## config.mk

```make
export PLATFORM = sky130hd
export DESIGN_NAME = mux4_rr_arbiter
export DESIGN_NICKNAME = d
export VERILOG_FILES = /design/src/rtl/mux4_rr_arbiter.sv
export SDC_FILE = /design/constraint.sdc
export NUM_CORES = 1
export LEC_CHECK = 0
export CORE_UTILIZATION = 56
export CTS_CLUSTER_DIAMETER = 40
export DETAILED_ROUTE_END_ITERATION = 8
export MAX_ROUTING_LAYER = met4
export PLACE_DENSITY = 0.83
export SYNTH_ARGS = -nofsm -noshare
export SYNTH_HDL_FRONTEND = slang
export SYNTH_SLANG_ARGS = --single-unit
```

## constraint.sdc

```tcl
create_clock -name clk -period 4.45 [get_ports clk]
set_input_delay 0.6675 -clock clk [delete_from_list [all_inputs] [get_ports clk]]
set_output_delay 0.6675 -clock clk [all_outputs]
set_load 0.05 [all_outputs]
```

## src/rtl/mux4_rr_arbiter.sv

```systemverilog
// Round-robin arbiter sharing one 4-to-1 mux between four requesters; drives s1/s0 and a one-hot grant.
// Optional owner hold limit is enabled by defining ARB_HOLD_LIMIT_EN.
module mux4_rr_arbiter #(
    parameter int HOLD_MAX = 8,
    parameter int CNT_W    = 4
) (
    input  logic       clk,
    input  logic       rst_n,
    input  logic [3:0] req,
    output logic [3:0] gnt,
    output logic       s1,
    output logic       s0,
    output logic       busy
);

    typedef enum logic {
        IDLE = 1'b0,
        OWN  = 1'b1
    } state_t;

    state_t     state, state_nxt;
    logic [1:0] owner, owner_nxt;
    logic [1:0] ptr, ptr_nxt;
    logic [3:0] gnt_nxt;
    logic [3:0] owner_hot;
    logic [3:0] others;
    logic [2:0] pick_any;
    logic [2:0] pick_other;
    logic       preempt;

    if (HOLD_MAX < 1 || HOLD_MAX > (2**CNT_W) - 1) begin : g_bad_hold_max
        $error("mux4_rr_arbiter: HOLD_MAX outside 1..2**CNT_W-1");
    end

    // First set bit of mask searching start, start+1, ... (mod 4); bit 2 flags a valid result.
    function automatic logic [2:0] pick(input logic [3:0] mask, input logic [1:0] start);
        logic [2:0] result;
        logic [1:0] idx;
        result = 3'b000;
        for (int k = 3; k >= 0; k--) begin
            idx = start + 2'(k);
            if (mask[idx]) result = {1'b1, idx};
        end
        return result;
    endfunction

    assign owner_hot  = 4'b0001 << owner;
    assign others     = req & ~owner_hot;
    assign pick_any   = pick(req, ptr);
    assign pick_other = pick(others, ptr);

`ifdef ARB_HOLD_LIMIT_EN
    localparam logic [CNT_W-1:0] HOLD_LIM = CNT_W'(HOLD_MAX);

    logic [CNT_W-1:0] hold_cnt, hold_cnt_nxt;
    logic             new_grant;

    assign preempt   = (state == OWN) && (hold_cnt >= HOLD_LIM) && (others != 4'b0000);
    assign new_grant = (state_nxt == OWN) && ((state == IDLE) || (owner_nxt != owner));

    // Counter restarts on every new owner and when the limit is hit with nobody waiting; saturates otherwise.
    always_comb begin
        hold_cnt_nxt = hold_cnt;
        if (new_grant) begin
            hold_cnt_nxt = CNT_W'(1);
        end else if (state_nxt == OWN) begin
            if (hold_cnt >= HOLD_LIM)
                hold_cnt_nxt = CNT_W'(1);
            else if (hold_cnt != {CNT_W{1'b1}})
                hold_cnt_nxt = hold_cnt + 1'b1;
        end else begin
            hold_cnt_nxt = '0;
        end
    end

    always_ff @(posedge clk or negedge rst_n) begin
        if (!rst_n)
            hold_cnt <= '0;
        else
            hold_cnt <= hold_cnt_nxt;
    end
`else
    assign preempt = 1'b0;
`endif

    // A releasing or pre-empted owner hands over on the same edge, so there is no idle bubble.
    always_comb begin
        state_nxt = state;
        owner_nxt = owner;
        ptr_nxt   = ptr;
        gnt_nxt   = gnt;
        case (state)
            IDLE: begin
                gnt_nxt = 4'b0000;
                if (pick_any[2]) begin
                    state_nxt = OWN;
                    owner_nxt = pick_any[1:0];
                    ptr_nxt   = pick_any[1:0] + 2'd1;
                    gnt_nxt   = 4'b0001 << pick_any[1:0];
                end
            end
            OWN: begin
                if (req[owner] && !preempt) begin
                    state_nxt = OWN;
                end else if (pick_other[2]) begin
                    owner_nxt = pick_other[1:0];
                    ptr_nxt   = pick_other[1:0] + 2'd1;
                    gnt_nxt   = 4'b0001 << pick_other[1:0];
                end else begin
                    state_nxt = IDLE;
                    gnt_nxt   = 4'b0000;
                end
            end
            default: begin
                state_nxt = IDLE;
                gnt_nxt   = 4'b0000;
            end
        endcase
    end

    always_ff @(posedge clk or negedge rst_n) begin
        if (!rst_n) begin
            state <= IDLE;
            owner <= 2'b00;
            ptr   <= 2'b00;
            gnt   <= 4'b0000;
        end else begin
            state <= state_nxt;
            owner <= owner_nxt;
            ptr   <= ptr_nxt;
            gnt   <= gnt_nxt;
        end
    end

    assign s1   = owner[1];
    assign s0   = owner[0];
    assign busy = |gnt;

endmodule

```

Word-level counts from Yosys, hierarchy flattened
Cells that the tools add are included.
{ "word_totals": {"ff_bits": 9, "inputBits": 6} }
{ "op_classes": {"add_sub_neg": 5, "magnitude_cmp": 5, "eq_ne": 3, "shift": 3, "n_mux": 42, "bitwise_logic": 3, "reduce_logical": 2} }
{ "ops": {"columns": ["cell", "n"], "rows": [
  ["3-bit two-way mux", 8],
  ["1-bit binary-select mux with 2-bit select", 9],
  ["2-bit by 3-bit < comparator with 1-bit output, second input constant", 5],
  ["1-bit two-way mux", 12],
  ["2-bit two-way mux", 6],
  ["4-bit two-way mux", 3],
  ["1-bit by 2-bit << shifter with 4-bit output, first input constant", 3],
  ["2-bit one-hot mux with 2 select lines", 2],
  ["4-bit one-hot mux with 2 select lines", 1],
  ["2-bit by 1-bit adder with 2-bit output, second input constant", 3],
  ["2-bit adder, second input constant", 2],
  ["4-bit bitwise AND", 1],
  ["2-bit != test, second input constant", 2],
  ["4-bit inverter", 1],
  ["4-bit OR reduction", 1],
  ["3-bit AND reduction", 1],
  ["2-bit by 1-bit != test with 1-bit output, second input constant", 1],
  ["1-bit one-hot mux with 2 select lines", 1],
  ["1-bit inverter", 1]
]} }

Longest topological paths before layout
Gate-level depths: netlist of run 1.
{ "depth": {"ltp_word": 13, "depth_mapped": 6} }

Least setup slack after synthesis of run 1
Ideal clock, no wire load.
{ "synth_path": {"path_kind": "register to register", "from": "reg owner[1]", "to": "reg ptr[0]", "setup_ps": 128, "arrival_time_ps": 2082, "path_slack_ps": 2240, "stages_incl_launch_ff": 6, "path_buffers": 1, "period_less_slack_ps": 2210, "path_cell_list": "dfrtp_1 buf_6 mux4_2 a311oi_2 a21oi_1 mux2_1"} }
{ "synth_between": {"elab_chain_len": 13, "word_cells_on_any_way": 24, "cone_classes": "1 x add/sub; 2 x eq/ne; 1 x shift; 17 x mux; 2 x bitwise; 1 x reduce/logical"} }
{ "synth_lines": {"columns": ["element", "line_no", "text"], "rows": [
  ["start: declaration", "22", "logic [1:0] owner, owner_nxt;"],
  ["start signal: assignment", "129", "owner <= owner_nxt;"],
  ["1-bit by 2-bit << shifter with 4-bit output", "47", "assign owner_hot = 4'b0001 << owner;"],
  ["4-bit inverter", "48", "assign others = req & ~owner_hot;"],
  ["4-bit bitwise AND", "48", null],
  ["1-bit binary-select mux with 2-bit select", "42", "if (mask[idx]) result = {1'b1, idx};"],
  ["1-bit two-way mux (implied by the code)", "42", null],
  ["3-bit two-way mux (4 in series)", "42", null],
  ["2-bit by 1-bit adder with 2-bit output", "107", "ptr_nxt = pick_other[1:0] + 2'd1;"],
  ["2-bit two-way mux", "105", "end else if (pick_other[2]) begin"],
  ["2-bit two-way mux", "103", "if (req[owner] && !preempt) begin"],
  ["2-bit one-hot mux with 2 select lines", "92", "case (state)"],
  ["end signal: assignment", "130", "ptr <= ptr_nxt;"],
  ["end: declaration", "23", "logic [1:0] ptr, ptr_nxt;"]
]} }
Several ways; a longest one is shown, not always the timed one. The select of a mux whose other input is x is not followed.
A chain may end at the register's enable or synchronous reset.

Worst setup path in the final report of run 1
{ "layout_path": {"from": "in req[0]", "to": "reg ptr[1]"} }
{ "layout_between": {"elab_chain_len": 11, "word_cells_on_any_way": 37, "cone_classes": "2 x add/sub; 3 x eq/ne; 30 x mux; 1 x bitwise; 1 x reduce/logical"} }
{ "layout_lines": {"columns": ["element", "line_no", "text"], "rows": [
  ["start: declaration", "9", "input logic [3:0] req,"],
  ["4-bit bitwise AND", "48", null],
  ["1-bit binary-select mux with 2-bit select", "42", null],
  ["1-bit two-way mux (implied by the code)", "42", null],
  ["3-bit two-way mux (4 in series)", "42", null],
  ["2-bit by 1-bit adder with 2-bit output", "107", null],
  ["2-bit two-way mux", "105", null],
  ["2-bit two-way mux", "103", null],
  ["2-bit one-hot mux with 2 select lines", "92", null]
]} }
Several ways; a longest one is shown, not always the timed one. The select of a mux whose other input is x is not followed.

==> impl_metrics.py, run 1 <==
metrics = {
    "outcome": {
        "status": "completed",
    },
    "global_route": {
        "grt_pass1_vias": 715,
        "grt_remaining_overflow": 0,
        "grt_pass1_wl_mm": 3.09,
        "grt_antenna_before_repair": 0,
        "track_usage_pct": 29.8,
        "grt_max_degree": 13,
    },
    "cts": {
        "cts_sinks": 9,
        "htree_levels": 1,
        "cts_tree": "done",
        "postCtsHoldBufs": 0,
        "clock_latency_ns": 0.27,
        "cts_buffer_depth": 2,
        "cts_resized": 0,
        "cts_setup_buffers": 0,
        "cts_root_buf": "clkbuf_4",
        "cts_made_buffers": 3,
        "cts.clk_slew.worst_paths_ns": 0.06,
    },
    "yosys": {
        "synth_cell_types": 43,
        "synthTopCellsByArea": "dfrtp_1 28%, a21oi_1 5.5%, o21ai_0 4.3%",
        "synth_common_cells": "9 x a21oi_1, 9 x dfrtp_1, 8 x nor2_1",
        "ys_async_sr_fraction_pct": 100,
        "netlist_instances": 97,
        "yosysTopAreaCell": "dfrtp_1",
        "syn_area_per_cell_sq_um": 8.40,
        "dominantRegCellSynth": "dfrtp_1",
        "syn-num-nets": 103,
        "synth_top_cell_area_share_pct": 27.6,
        "synth_seq_cells": 9,
        "yosysWarnings": 0,
        "synth_edf_count": 0,
        "syn-cell-area_sq_um": 815,
        "yosysSeqAreaShare_pct": 27.6,
    },
    "floorplan": {
        "num_rows": 13,
        "coreArea_sq_um": 1330,
        "initial_core_util_pct": 61.1,
        "die_w_um": 40.1,
        "fp.dieH_um": 40.1,
        "fp.dieArea_sq_um": 1610,
        "pin_count": 13,
    },
    "placement": {
        "place_hpwl_mm": 1.50,
        "gp_congestion": 0.993,
        "port-buffer-count": 12,
    },
    "worst_hold_path": {
        "min_path_type": "reg -> reg",
    },
    "timing": {
        "drv_slew": 0,
        "final.setup.tns_ns": 0,
        "max_slew_margin_pct": 56.4,
        "worst_hold_slack_ns": 0.592,
        "rsz0062_at_grt": "no",
        "fin_crit_sh_pct": 58.6,
        "fmax_ghz": 0.383,
        "tightest_slew_ns": 0.654,
        "setup_viol": 0,
        "finalHoldViolations": 0,
        "period_minus_slack_ns": 2.61,
        "skew_ns": 0.00267,
    },
    "routing": {
        "firstDrtPassIters": 7,
        "drtAntennaViolNets": 0,
        "viasPerCell": 6.75,
        "post-route-drc-count": 0,
        "drt_iter0_drc": 27,
        "vias": 823,
        "wl_per_cell_um": 16.4,
        "drt_wl_total_mm": 2.00,
    },
    "power_and_ir_drop": {
        "power_density_nw_per_um2": 803,
        "clock_power_share_pct": 8.4,
        "ir_drop_uv": 446,
        "switching_share_pct": 52.9,
        "p_seq_share_pct": 25.6,
        "p_leak_uw": 0.000386,
        "combPwrFrac_pct": 66.0,
        "p_int_uw": 355,
        "power.switching_uw": 399,
    },
    "setup_path": {
        "crit_arrival_ns": 2.79,
        "worst-setup-path-type": "in -> reg",
        "crit_path_cell_trace": "clkdlybuf4s50_1, nor2_1, a32oi_2, o311ai_1, or4_4, o221ai_2",
        "cp_slowest_cell": "clkdlybuf4s50_1",
        "end_kind": "flop",
        "critPathMaxStageDelay_ns": 0.70,
        "critPathMaxFanout": 10,
        "start_kind": "input pin",
        "cp.required_ns": 4.64,
    },
    "layout": {
        "n_antenna_cell": 0,
        "drive_gt1_share_pct": 11.2,
        "syn_to_final_growth_pct": 15.2,
        "post-route-util_pct": 70.4,
        "nNetsFinal": 114,
    },
    "run": {
        "cap_violations": 0,
    },
}
## kinds of logic (layout without fill, tap and decap cells)
family / count (synthesis) / count (layout) / share of synthesized area, %
compound gates: 41 / 41 / 37.3
simple gates: 28 / 28 / 18.3
flops: 9 / 9 / 27.7
buf+inv: 14 / 24 / 8.91
mux: 5 / 5 / 7.83
## sequential cells by signal, indices dropped and copies added, names as in the netlist
name / cells
gnt: 4
owner: 2
ptr: 2
state: 1
## area by class of cell
cell class | instances | area (sq um)
tap | 15 | 18.8
clock buffer | 3 | 22.5
multi-input combinational | 74 | 517
inverter | 8 | 30.0
clock inverter | 1 | 5.00
sequential | 9 | 225
timing repair buffer | 12 | 120
fill | 115 | 395
## worst max-delay path, delay by kind of cell
| kind | cells | cell delay (ns) |
|---|---|---|
| buf+inv | 1 | 0.70 |
| simple gates | 2 | 0.73 |
| compound gates | 3 | 0.68 |
## per-layer routing
layer / vias to the layer above / GRT usage [%] / wire length, um
li1: 385 / - / -
met1: 397 / 36.4 / 863
met2: 35 / 43.5 / 927
met3: 6 / 12.2 / 166
met4: 0 / 11.2 / 42
met5: - / - / 0
## power by group through the flow
stage / clock, uW / sequential, uW / combinational [uW]
floorplan: 0 / 246 / 324
global placement: 0 / 190 / 482
detailed placement: 0 / 192 / 491
CTS: 64.4 / 191 / 494
global route: 67.4 / 203 / 535
finish: 63.3 / 193 / 497
## metrics by stage
stage | cell area [sq um] | worst slack (ns) | power [uW] | cells
2_1_floorplan | 815 | 2.24 | 571 | 97
3_3_place_gp | 911 | 1.62 | 672 | 118
3_5_place_dp | 911 | 1.58 | 683 | 118
4_1_cts | 938 | 1.85 | 749 | 122
5_1_grt | 938 | 1.70 | 805 | 122
6_report | 938 | 1.84 | 754 | 122
## layout by cell type (no fill, tap or decap), drive strengths merged, types with 2 or more instances in the layout
| cell type | Yosys | layout |
|---|---|---|
| clkdlybuf4s50 | 0 | 12 |
| a21oi | 9 | 9 |
| dfrtp | 9 | 9 |
| nor2 | 8 | 8 |
| o21ai | 8 | 8 |
| inv | 8 | 8 |
| nand2 | 6 | 6 |
| a21boi | 4 | 4 |
| nor2b | 3 | 3 |
| nand2b | 3 | 3 |
| mux2i | 3 | 3 |
| clkbuf | 0 | 3 |
| o211ai | 2 | 2 |
| a22oi | 2 | 2 |
| a31oi | 2 | 2 |
| or4 | 2 | 2 |
## path summary, 6_finish.rpt
kind                       startpoint  endpoint  slack, ns  depth (start not counted)
max in group asynchronous       rst_n    gnt[0]       3.49                          1
min                            gnt[3]    gnt[3]       0.59                          2
max reg2reg                  owner[1]    ptr[0]       2.25                          5
max                            req[0]    ptr[1]       1.84                          6
min in group asynchronous       rst_n    gnt[2]       0.69                          1
min reg2reg                    gnt[3]    gnt[3]       0.59                          2
(Power assumes the default switching activity.)
==> inputs of run 2 (changes only) <==
CORE_UTILIZATION = 52   (was 56)
PLACE_DENSITY = 0.78   (was 0.83)
clock period = 2.4 ns   (was 4.45 ns; I/O delays follow)
==> run 2 against run 1 <==
Net effect: clock-buffer cell count unchanged; first-iteration DRC count rose by 26%; clock skew grew 0.0078 ns; sequential cell count is the same; sequential power is 82% higher; combinational power increased by 92%; clock power increased by 90%; critical path depth decreased by 4; hold slack got worse by 0.21 ns; largest cell class unchanged.
==> impl_metrics.py, run 2 (synthesized netlist as in run 1, its figures left out) <==
metrics = {
    "outcome": {
        "status": "completed",
    },
    "floorplan": {
        "pin_count": 13,
        "fp.dieH_um": 41.6,
        "coreArea_sq_um": 1380,
        "num_rows": 13,
        "die_w_um": 41.6,
        "fp.dieArea_sq_um": 1730,
        "initial_core_util_pct": 58.9,
    },
    "cts": {
        "cts_buffer_depth": 2,
        "cts_setup_buffers": 0,
        "cts_tree": "done",
        "postCtsHoldBufs": 0,
        "cts_root_buf": "clkbuf_4",
        "cts.clk_slew.worst_paths_ns": 0.07,
        "clock_latency_ns": 0.27,
        "cts_resized": 0,
        "cts_made_buffers": 3,
        "cts_sinks": 9,
        "htree_levels": 1,
    },
    "power_and_ir_drop": {
        "ir_drop_uv": 1050,
        "power_density_nw_per_um2": 1430,
        "p_leak_uw": 0.000424,
        "p_total_uw": 1430,
    },
    "timing": {
        "finalHoldViolations": 0,
        "drv_slew": 0,
        "fin_ws_ns": 0.182,
        "tightest_slew_ns": 0.685,
        "max_slew_margin_pct": 54.4,
        "skew_ns": 0.0104,
        "rsz0062_at_grt": "no",
        "period_minus_slack_ns": 2.22,
        "fin_crit_sh_pct": 92.4,
        "final.setup.tns_ns": 0,
        "setup_viol": 0,
        "fmax_ghz": 0.451,
    },
    "routing": {
        "viasPerCell": 6.27,
        "post-route-drc-count": 0,
        "wl_per_cell_um": 15.9,
        "firstDrtPassIters": 4,
        "drt_wl_total_mm": 2.06,
        "drtAntennaViolNets": 0,
        "drt_iter0_drc": 34,
        "vias": 815,
    },
    "setup_path": {
        "crit_arrival_ns": 1.86,
        "start_kind": "flop",
        "crit_path_cell_trace": "or4_1, clkdlybuf4s50_1",
        "cp_slowest_cell": "clkdlybuf4s50_1",
        "worst-path-buf-inv": 1,
        "critPathMaxStageDelay_ns": 0.71,
        "end_kind": "output pin",
        "cpLargestDelayFamily": "buffers and inverters",
        "cp.required_ns": 2.04,
        "worst-setup-path-type": "reg -> out",
        "critPathMaxFanout": 3,
    },
    "worst_hold_path": {
        "min_path_type": "in -> async",
    },
    "layout": {
        "fin_area_sq_um": 998,
        "drive_gt1_share_pct": 17.4,
        "n_antenna_cell": 0,
        "nNetsFinal": 122,
        "largest_reg_flops": 4,
        "multi_input_area_sq_um": 517,
        "largestRegisters": "gnt (4), owner (2), ptr (2)",
        "final_cell_mix": "12 x clkdlybuf4s50_1, 9 x a21oi_1, 9 x dfrtp_1",
        "regMostFlops": "gnt",
        "fillers": 104,
        "final-seq-area_sq_um": 225,
        "layout_commonest_cell": "clkdlybuf4s50_1",
        "syn_to_final_growth_pct": 22.6,
    },
    "run": {
        "cap_violations": 0,
    },
    "global_route": {
        "grt_pass1_vias": 828,
        "track_usage_pct": 28.2,
        "grt_remaining_overflow": 0,
        "grt_max_degree": 13,
        "grt_pass1_wl_mm": 3.66,
        "grt_antenna_before_repair": 0,
    },
    "placement": {
        "place_hpwl_mm": 1.64,
        "pre_cts_ws_ns": 0.00521,
        "port-buffer-count": 12,
        "placed_area_sq_um": 971,
        "gp_congestion": 0.916,
    },
}
run 2: per-layer routing:
metal	vias to the layer above	global-route usage (%)	routed length, um
met5	-	-	0
met4	0	11.0	34
met3	6	7.83	182
met2	33	41.9	942
met1	375	36.4	903
li1	401	-	-
run 2: path summary, 6_finish.rpt:
kind / startpoint / endpoint / slack [ns] / depth (start not counted)
max: gnt[1] / busy / 0.18 / 2
max reg2reg: owner[1] / ptr[0] / 0.25 / 5
max in group asynchronous: rst_n / gnt[0] / 1.72 / 1
min in group clk: gnt[2] / gnt[2] / 0.56 / 2
min: rst_n / gnt[2] / 0.38 / 1
min reg2reg: gnt[2] / gnt[2] / 0.56 / 2
run 2: final cells by class:
class | count | share of cell area (%)
Clock buffer | 3 | 2.26
Clock inverter | 1 | 0.501
Inverter | 8 | 3.01
Multi-Input combinational cell | 74 | 51.8
Sequential cell | 9 | 22.6
Tap cell | 15 | 1.88
Timing Repair Buffer | 20 | 18.0
run 2: power by group:
group	switching, uW	internal, uW
Clock	58.2	61.6
Sequential	129	224
Combinational	550	404
run 2: stage by stage:
step | cells | utilization, % | hold WS (ns)
after floorplan | 97 | - | 0.0644
after CTS | 130 | 72.2 | 0.399
after global placement | 126 | 70.2 | 0.551
final | 130 | 72.2 | 0.383
after global routing | 130 | 72.2 | 0.429
after detailed placement | 126 | 70.2 | 0.556
